File: src/rtl/stream_conv3x3.sv
// Streaming 3x3 convolution (passthrough / Gaussian / Sobel-X / Sobel-Y) over raster-order frames.
// Define STREAM_CONV3X3_SOBEL_MAG_EN for a 3-bit mode with mode 4 = saturated |Gx|+|Gy|.
module stream_conv3x3 #(
  parameter int PIX_W = 8,
  parameter int IMG_W = 8,
  parameter int IMG_H = 8
) (
  input  logic             clk,
  input  logic             reset,
`ifdef STREAM_CONV3X3_SOBEL_MAG_EN
  input  logic [2:0]       mode,
`else
  input  logic [1:0]       mode,
`endif
  input  logic             s_valid,
  output logic             s_ready,
  input  logic [PIX_W-1:0] s_data,
  output logic             m_valid,
  input  logic             m_ready,
  output logic [PIX_W-1:0] m_data,
  output logic             m_last
);

`ifdef STREAM_CONV3X3_SOBEL_MAG_EN
  localparam int MODE_W = 3;
`else
  localparam int MODE_W = 2;
`endif
  localparam int CW = $clog2(IMG_W);
  localparam int RW = $clog2(IMG_H);
  localparam int SW = PIX_W + 4;
  localparam logic [CW-1:0] COL_LAST = CW'(IMG_W - 1);
  localparam logic [RW-1:0] ROW_LAST = RW'(IMG_H - 1);
  localparam logic [MODE_W-1:0] M_GAUSS = MODE_W'(1);
  localparam logic [MODE_W-1:0] M_SOBX  = MODE_W'(2);
  localparam logic [MODE_W-1:0] M_SOBY  = MODE_W'(3);
`ifdef STREAM_CONV3X3_SOBEL_MAG_EN
  localparam logic [MODE_W-1:0] M_MAG   = MODE_W'(4);
`endif

  // Valid/ready: a beat moves on a port only in a cycle where valid and ready are both
  // high; m_valid never depends on m_ready, s_ready is the stage-1 advance condition.
  logic [CW-1:0]       r_col;
  logic [RW-1:0]       r_row;
  logic [MODE_W-1:0]   r_mode;
  logic [PIX_W-1:0]    r_lb0 [IMG_W];
  logic [PIX_W-1:0]    r_lb1 [IMG_W];
  logic [PIX_W-1:0]    r_win [3][2];
  logic [PIX_W-1:0]    w_col_new [3];
  logic [PIX_W+1:0]    w_gr [3];
  logic signed [PIX_W:0] w_dx [3];
  logic                w_acc, w_adv1, w_adv2, w_out_pos;

  logic                r_s1_valid, r_s1_last;
  logic [MODE_W-1:0]   r_s1_mode;
  logic [PIX_W+1:0]    r_s1_gr [3];
  logic signed [PIX_W:0] r_s1_dx [3];
  logic [PIX_W-1:0]    r_s1_ctr;

  logic                r_m_valid, r_m_last;
  logic [PIX_W-1:0]    r_m_data;
  logic [SW-1:0]       w_gauss_sum;
  logic signed [SW-1:0] w_dxe [3];
  logic signed [SW-1:0] w_gx, w_gy;
  logic [SW-1:0]       w_ax, w_ay;
`ifdef STREAM_CONV3X3_SOBEL_MAG_EN
  logic [SW-1:0]       w_mag;
`endif
  logic [PIX_W-1:0]    w_result;

  assign w_adv2    = !r_m_valid || m_ready;
  assign w_adv1    = !r_s1_valid || w_adv2;
  assign s_ready   = w_adv1 && !reset;
  assign w_acc     = s_valid && s_ready;
  assign w_out_pos = (r_row >= RW'(2)) && (r_col >= CW'(2));
  assign m_valid   = r_m_valid;
  assign m_data    = r_m_data;
  assign m_last    = r_m_last;

  function automatic logic [PIX_W-1:0] f_sat(input logic [SW-1:0] v);
    if (|v[SW-1:PIX_W]) return {PIX_W{1'b1}};
    return v[PIX_W-1:0];
  endfunction

  // r_win keeps the left and centre columns; the right column arrives from the line
  // buffers and s_data, so stage 1 sees the window ending at the pixel being accepted.
  always_comb begin
    w_col_new[0] = r_lb1[r_col];
    w_col_new[1] = r_lb0[r_col];
    w_col_new[2] = s_data;
    for (int i = 0; i < 3; i++) begin
      w_gr[i] = {2'b00, r_win[i][0]} + {1'b0, r_win[i][1], 1'b0} + {2'b00, w_col_new[i]};
      w_dx[i] = $signed({1'b0, w_col_new[i]}) - $signed({1'b0, r_win[i][0]});
    end
  end

  always_comb begin
    w_gauss_sum = {2'b00, r_s1_gr[0]} + {1'b0, r_s1_gr[1], 1'b0} + {2'b00, r_s1_gr[2]};
    for (int i = 0; i < 3; i++) w_dxe[i] = {{3{r_s1_dx[i][PIX_W]}}, r_s1_dx[i]};
    w_gx = w_dxe[0] + w_dxe[1] + w_dxe[1] + w_dxe[2];
    w_gy = $signed({2'b00, r_s1_gr[2]}) - $signed({2'b00, r_s1_gr[0]});
    w_ax = w_gx[SW-1] ? -w_gx : w_gx;
    w_ay = w_gy[SW-1] ? -w_gy : w_gy;
`ifdef STREAM_CONV3X3_SOBEL_MAG_EN
    w_mag = w_ax + w_ay;
`endif
    case (r_s1_mode)
      M_GAUSS: w_result = PIX_W'(w_gauss_sum >> 4);
      M_SOBX:  w_result = f_sat(w_ax);
      M_SOBY:  w_result = f_sat(w_ay);
`ifdef STREAM_CONV3X3_SOBEL_MAG_EN
      M_MAG:   w_result = f_sat(w_mag);
`endif
      default: w_result = r_s1_ctr;
    endcase
  end

  always_ff @(posedge clk) begin
    if (reset) begin
      r_col      <= '0;
      r_row      <= '0;
      r_mode     <= '0;
      r_s1_valid <= 1'b0;
      r_m_valid  <= 1'b0;
      r_m_last   <= 1'b0;
      r_m_data   <= '0;
    end else begin
      if (w_acc) begin
        if (r_col == '0 && r_row == '0) r_mode <= mode;
        if (r_col == COL_LAST) begin
          r_col <= '0;
          r_row <= (r_row == ROW_LAST) ? '0 : r_row + RW'(1);
        end else begin
          r_col <= r_col + CW'(1);
        end
      end
      if (w_adv1) r_s1_valid <= w_acc && w_out_pos;
      if (w_adv2) begin
        r_m_valid <= r_s1_valid;
        r_m_last  <= r_s1_valid && r_s1_last;
        if (r_s1_valid) r_m_data <= w_result;
      end
    end
  end

  // Storage only; a reset leaves stale pixels here that never reach an output window.
  always_ff @(posedge clk) begin
    if (w_acc) begin
      r_lb0[r_col] <= s_data;
      r_lb1[r_col] <= r_lb0[r_col];
      for (int i = 0; i < 3; i++) begin
        r_win[i][0] <= r_win[i][1];
        r_win[i][1] <= w_col_new[i];
      end
      if (w_out_pos) begin
        for (int i = 0; i < 3; i++) begin
          r_s1_gr[i] <= w_gr[i];
          r_s1_dx[i] <= w_dx[i];
        end
        r_s1_ctr  <= r_win[1][1];
        r_s1_mode <= r_mode;
        r_s1_last <= (r_row == ROW_LAST) && (r_col == COL_LAST);
      end
    end
  end

endmodule

File: config.mk
export PLATFORM = sky130hd
export DESIGN_NAME = stream_conv3x3
export DESIGN_NICKNAME = d
export VERILOG_FILES = /design/src/rtl/stream_conv3x3.sv
export SDC_FILE = /design/constraint.sdc
export NUM_CORES = 1
export LEC_CHECK = 0
export ABC_AREA = 1
export BUFFER_PORTS_ARGS = -buffer_cell sky130_fd_sc_hd__buf_2
export CORE_MARGIN = 2
export CORE_UTILIZATION = 55
export CTS_CLUSTER_SIZE = 40
export DETAILED_ROUTE_END_ITERATION = 8
export GPL_ROUTABILITY_DRIVEN = 1
export PLACE_DENSITY = 0.76
export RECOVER_POWER = 25
export SKIP_CTS_REPAIR_TIMING = 1
export SYNTH_ARGS = -nofsm -noshare
export SYNTH_HDL_FRONTEND = slang
export SYNTH_SLANG_ARGS = --single-unit
File: constraint.sdc
create_clock -name clk -period 9 [get_ports clk]
set_input_delay 0.45 -clock clk [delete_from_list [all_inputs] [get_ports clk]]
set_output_delay 0.45 -clock clk [all_outputs]
set_load 0.01 [all_outputs]
==> qor.yml <==
synthesis:
  synth_seq_cells: 263
  synthesis.area_um2: 14170
  ys_types: 37
  synth_nets: 1512
  async_reset_ff_share_pct: 0
  yosysSeqAreaShare_pct: 54.19
  avgSynthCellArea_um2: 10.40
  yosysTopAreaCell: "edfxtp_1"
  ys_warn_count: 0
  synth_edf_count: 241
  synth_area_leaders: "edfxtp_1 (51%), ha_1 (7.9%), fa_1 (6.6%)"
  yosysTopAreaCellShare_pct: 51.08
  synthFlopType: "edfxtp_1"
  netlist_instances: 1362
finish:
  area_delta_synth_final_pct: 9.616
  fin_nets: 1558
  final_common_cell: "edfxtp_1"
  drive_gt1_share_pct: 6.184
  mostFrequentLayoutCells: "edfxtp_1 (241), nand2_1 (202), inv_1 (194)"
  post-route-util_pct: 61.50
  fin_cells: 1753
  diodes: 0
power_and_ir_drop:
  clock_power_share_pct: 35.9
  p_comb_share_pct: 14.4
  powerDensity_nw_per_um2: 183.4
  power.total_mw: 2.849
  intPower_mw: 2.124
  p_switching_uw: 724.7
  switching_share_pct: 25.44
  peakVddDrop_mv: 0.1802
  power.leakage_nw: 6.429
  p_seq_share_pct: 49.7
routing:
  ant_nets: 0
  vias: 9374
  drt_iter0_drc: 698
  routedWlPerCell_um: 16.64
  wirelength_um: 29160
  firstDrtPassIters: 5
  drc: 0
  vias_per_cell: 5.347
placement:
  port_buffers: 24
  place_inst: 1709
  dpl.hpwl_um: 20410
  routabilityCongestion: 0.8994
setup_path:
  regToRegEndpoint: "r_s1_gr[0][19]"
  start_kind: "flop"
  worstPathArrival_ns: 5.58
  cp_slowest_stage_delay_ns: 0.80
  slowest_stage: "clkinv_1"
  path_class: "reg -> reg"
  r2r_slack_ns: 3.83
  worst_ep_required_time_ns: 9.41
  r2r_cells: 14
  path_cells: "buf_4, clkinv_1, buf_4, o21ai_0, a31oi_1, fa_1, inv_1, fa_1, o21ai_0, a21oi_1, nor2_1, nor2_1, o21ai_0, a21o_1"
  endpoint_kind: "flop"
  crit_top_cell: "o21ai_0"
  worstPathMaxFanout: 65
sta:
  post-route-period-util_pct: 57.39
  slew_violations: 0
  fin_skew_ns: 0.02041
  fin_setup_tns_ns: 0
  post-route-min-period_ns: 5.166
  clock.fmax_ghz: 0.1936
  setup_viol: 0
  hold_viol: 0
  hold_ws_ns: 0.1545
  max_slew_margin_pct: 25.90
  rsz0062_at_grt: "no"
  worst_pin_slew_ns: 1.111
hold_path:
  min_to: "r_mode[1]"
  whs_path_depth: 3
  hp-start: "mode[1]"
  hp-class: "in -> reg"
clocking:
  clk_path_buf_depth: 3
  cts_tree: "built"
  cts.sinks: 263
  cts_htree_levels: 1
  cts_inserted_buffers: 27
  insertion_delay_ns: 0.55
  clkTransAtPathRegs_ns: 0.06
  cts_root_buf: "clkbuf_16"
floorplanning:
  die_w_um: 164.5
  core-area_um2: 25250
  ios: 25
  rows: 58
  start_util_pct: 56.10
  die_area_um2: 27060
  die_y_um: 164.5
global_routing:
  grt_overflow: 0
  grt_max_degree: 67
  grt_use_met1_pct: 29.17
  first_global_vias: 9554
  grt_use_total_pct: 22.53
  groute.layer.met2.usage_pct: 39.46
  grt_pass1_wl_um: 47450
  antenna_found_initial: 0
  use_met3_pct: 2.587
  busiest_layer: "met2"
run:
  cap_violations: 0
run_status:
  status: "finished, final reports clean"
==> Yosys cell counts, types with 4 or more instances <==
cell / number
o21bai_1: 7
nand4_1: 8
xnor2_1: 13
o22ai_1: 20
nand3_1: 51
edfxtp_1: 241
a21oi_1: 67
o21ai_0: 104
xor2_1: 39
dfxtp_1: 22
a211oi_1: 5
a31oi_1: 12
nand2_2: 12
a21o_1: 4
nand2_1: 202
clkbuf_1: 25
fa_1: 47
nor2_2: 4
ha_1: 89
inv_1: 195
nor2_1: 172
==> routing by layer <==
layer	up-vias	wire length [um]
li1	4658	-
met4	0	1000
met2	234	14480
met5	-	0
met3	66	1350
met1	4416	12330
==> state kept, by name, indices dropped and copies added, names as in the netlist, named ones only <==
name,flops
r_s1_dx,27
r_mode,2
r_s1_ctr,8
r_s1_gr,27
r_col,3
r_row,3
r_s1_last,1
r_lb1,64
m_data,8
m_valid,1
m_last,1
r_lb0,64
r_s1_mode,2
r_s1_valid,1
r_win,48
==> worst max-delay path: cells and delay by family (launching register included) <==
kind / cells / cell delay, ns
flops: 1 / 0.32
compound gates: 6 / 1.41
simple gates: 2 / 0.25
buf+inv: 4 / 1.87
fa+ha+maj: 2 / 1.15
==> metrics by stage <==
step | cell area, um2 | worst slack [ns]
floorplan | 14170 | 2.497
global placement | 14760 | 4.280
detailed placement | 14760 | 4.004
CTS | 15550 | 3.852
global route | 15530 | 3.359
finish | 15530 | 3.834
==> layout make-up <==
cell class / instances / area, um2
Multi-Input combinational cell: 873 / 5655
Clock buffer: 31 / 690.7
Timing Repair Buffer: 43 / 240.2
Inverter: 200 / 750.7
Tap cell: 330 / 412.9
Fill cell: 2014 / 9723
Clock inverter: 13 / 102.6
Sequential cell: 263 / 7679
==> logic make-up after synthesis <==
kind of cell	share of synthesized area, %
DFF	54.19
and+or+nand+nor	13.49
buffers and inverters	5.987
AOI/OAI and AO/OA	8.619
xor gates and xnor gates	3.214
adders and majority gates	14.50
==> worst max path at each step <==
stage                      to  slack [ns]
6_report       r_s1_gr[0][19]        3.83
5_1_grt        r_s1_gr[0][19]        3.36
4_1_cts        r_s1_gr[0][19]        3.85
3_5_place_dp   r_s1_gr[0][19]        4.00
3_3_place_gp   r_s1_gr[0][17]        4.28
2_1_floorplan     r_s1_ctr[0]        2.50
==> power groups by stage <==
stage,Clock (mW),Sequential (mW),Combinational [mW]
after CTS,1.04,1.42,0.408
after global routing,1.08,1.42,0.464
after global placement,0,1.44,0.378
after detailed placement,0,1.44,0.399
final,1.02,1.42,0.409
after floorplan,0,1.44,0.283
Note: power is estimated with default switching activity, not from simulation.
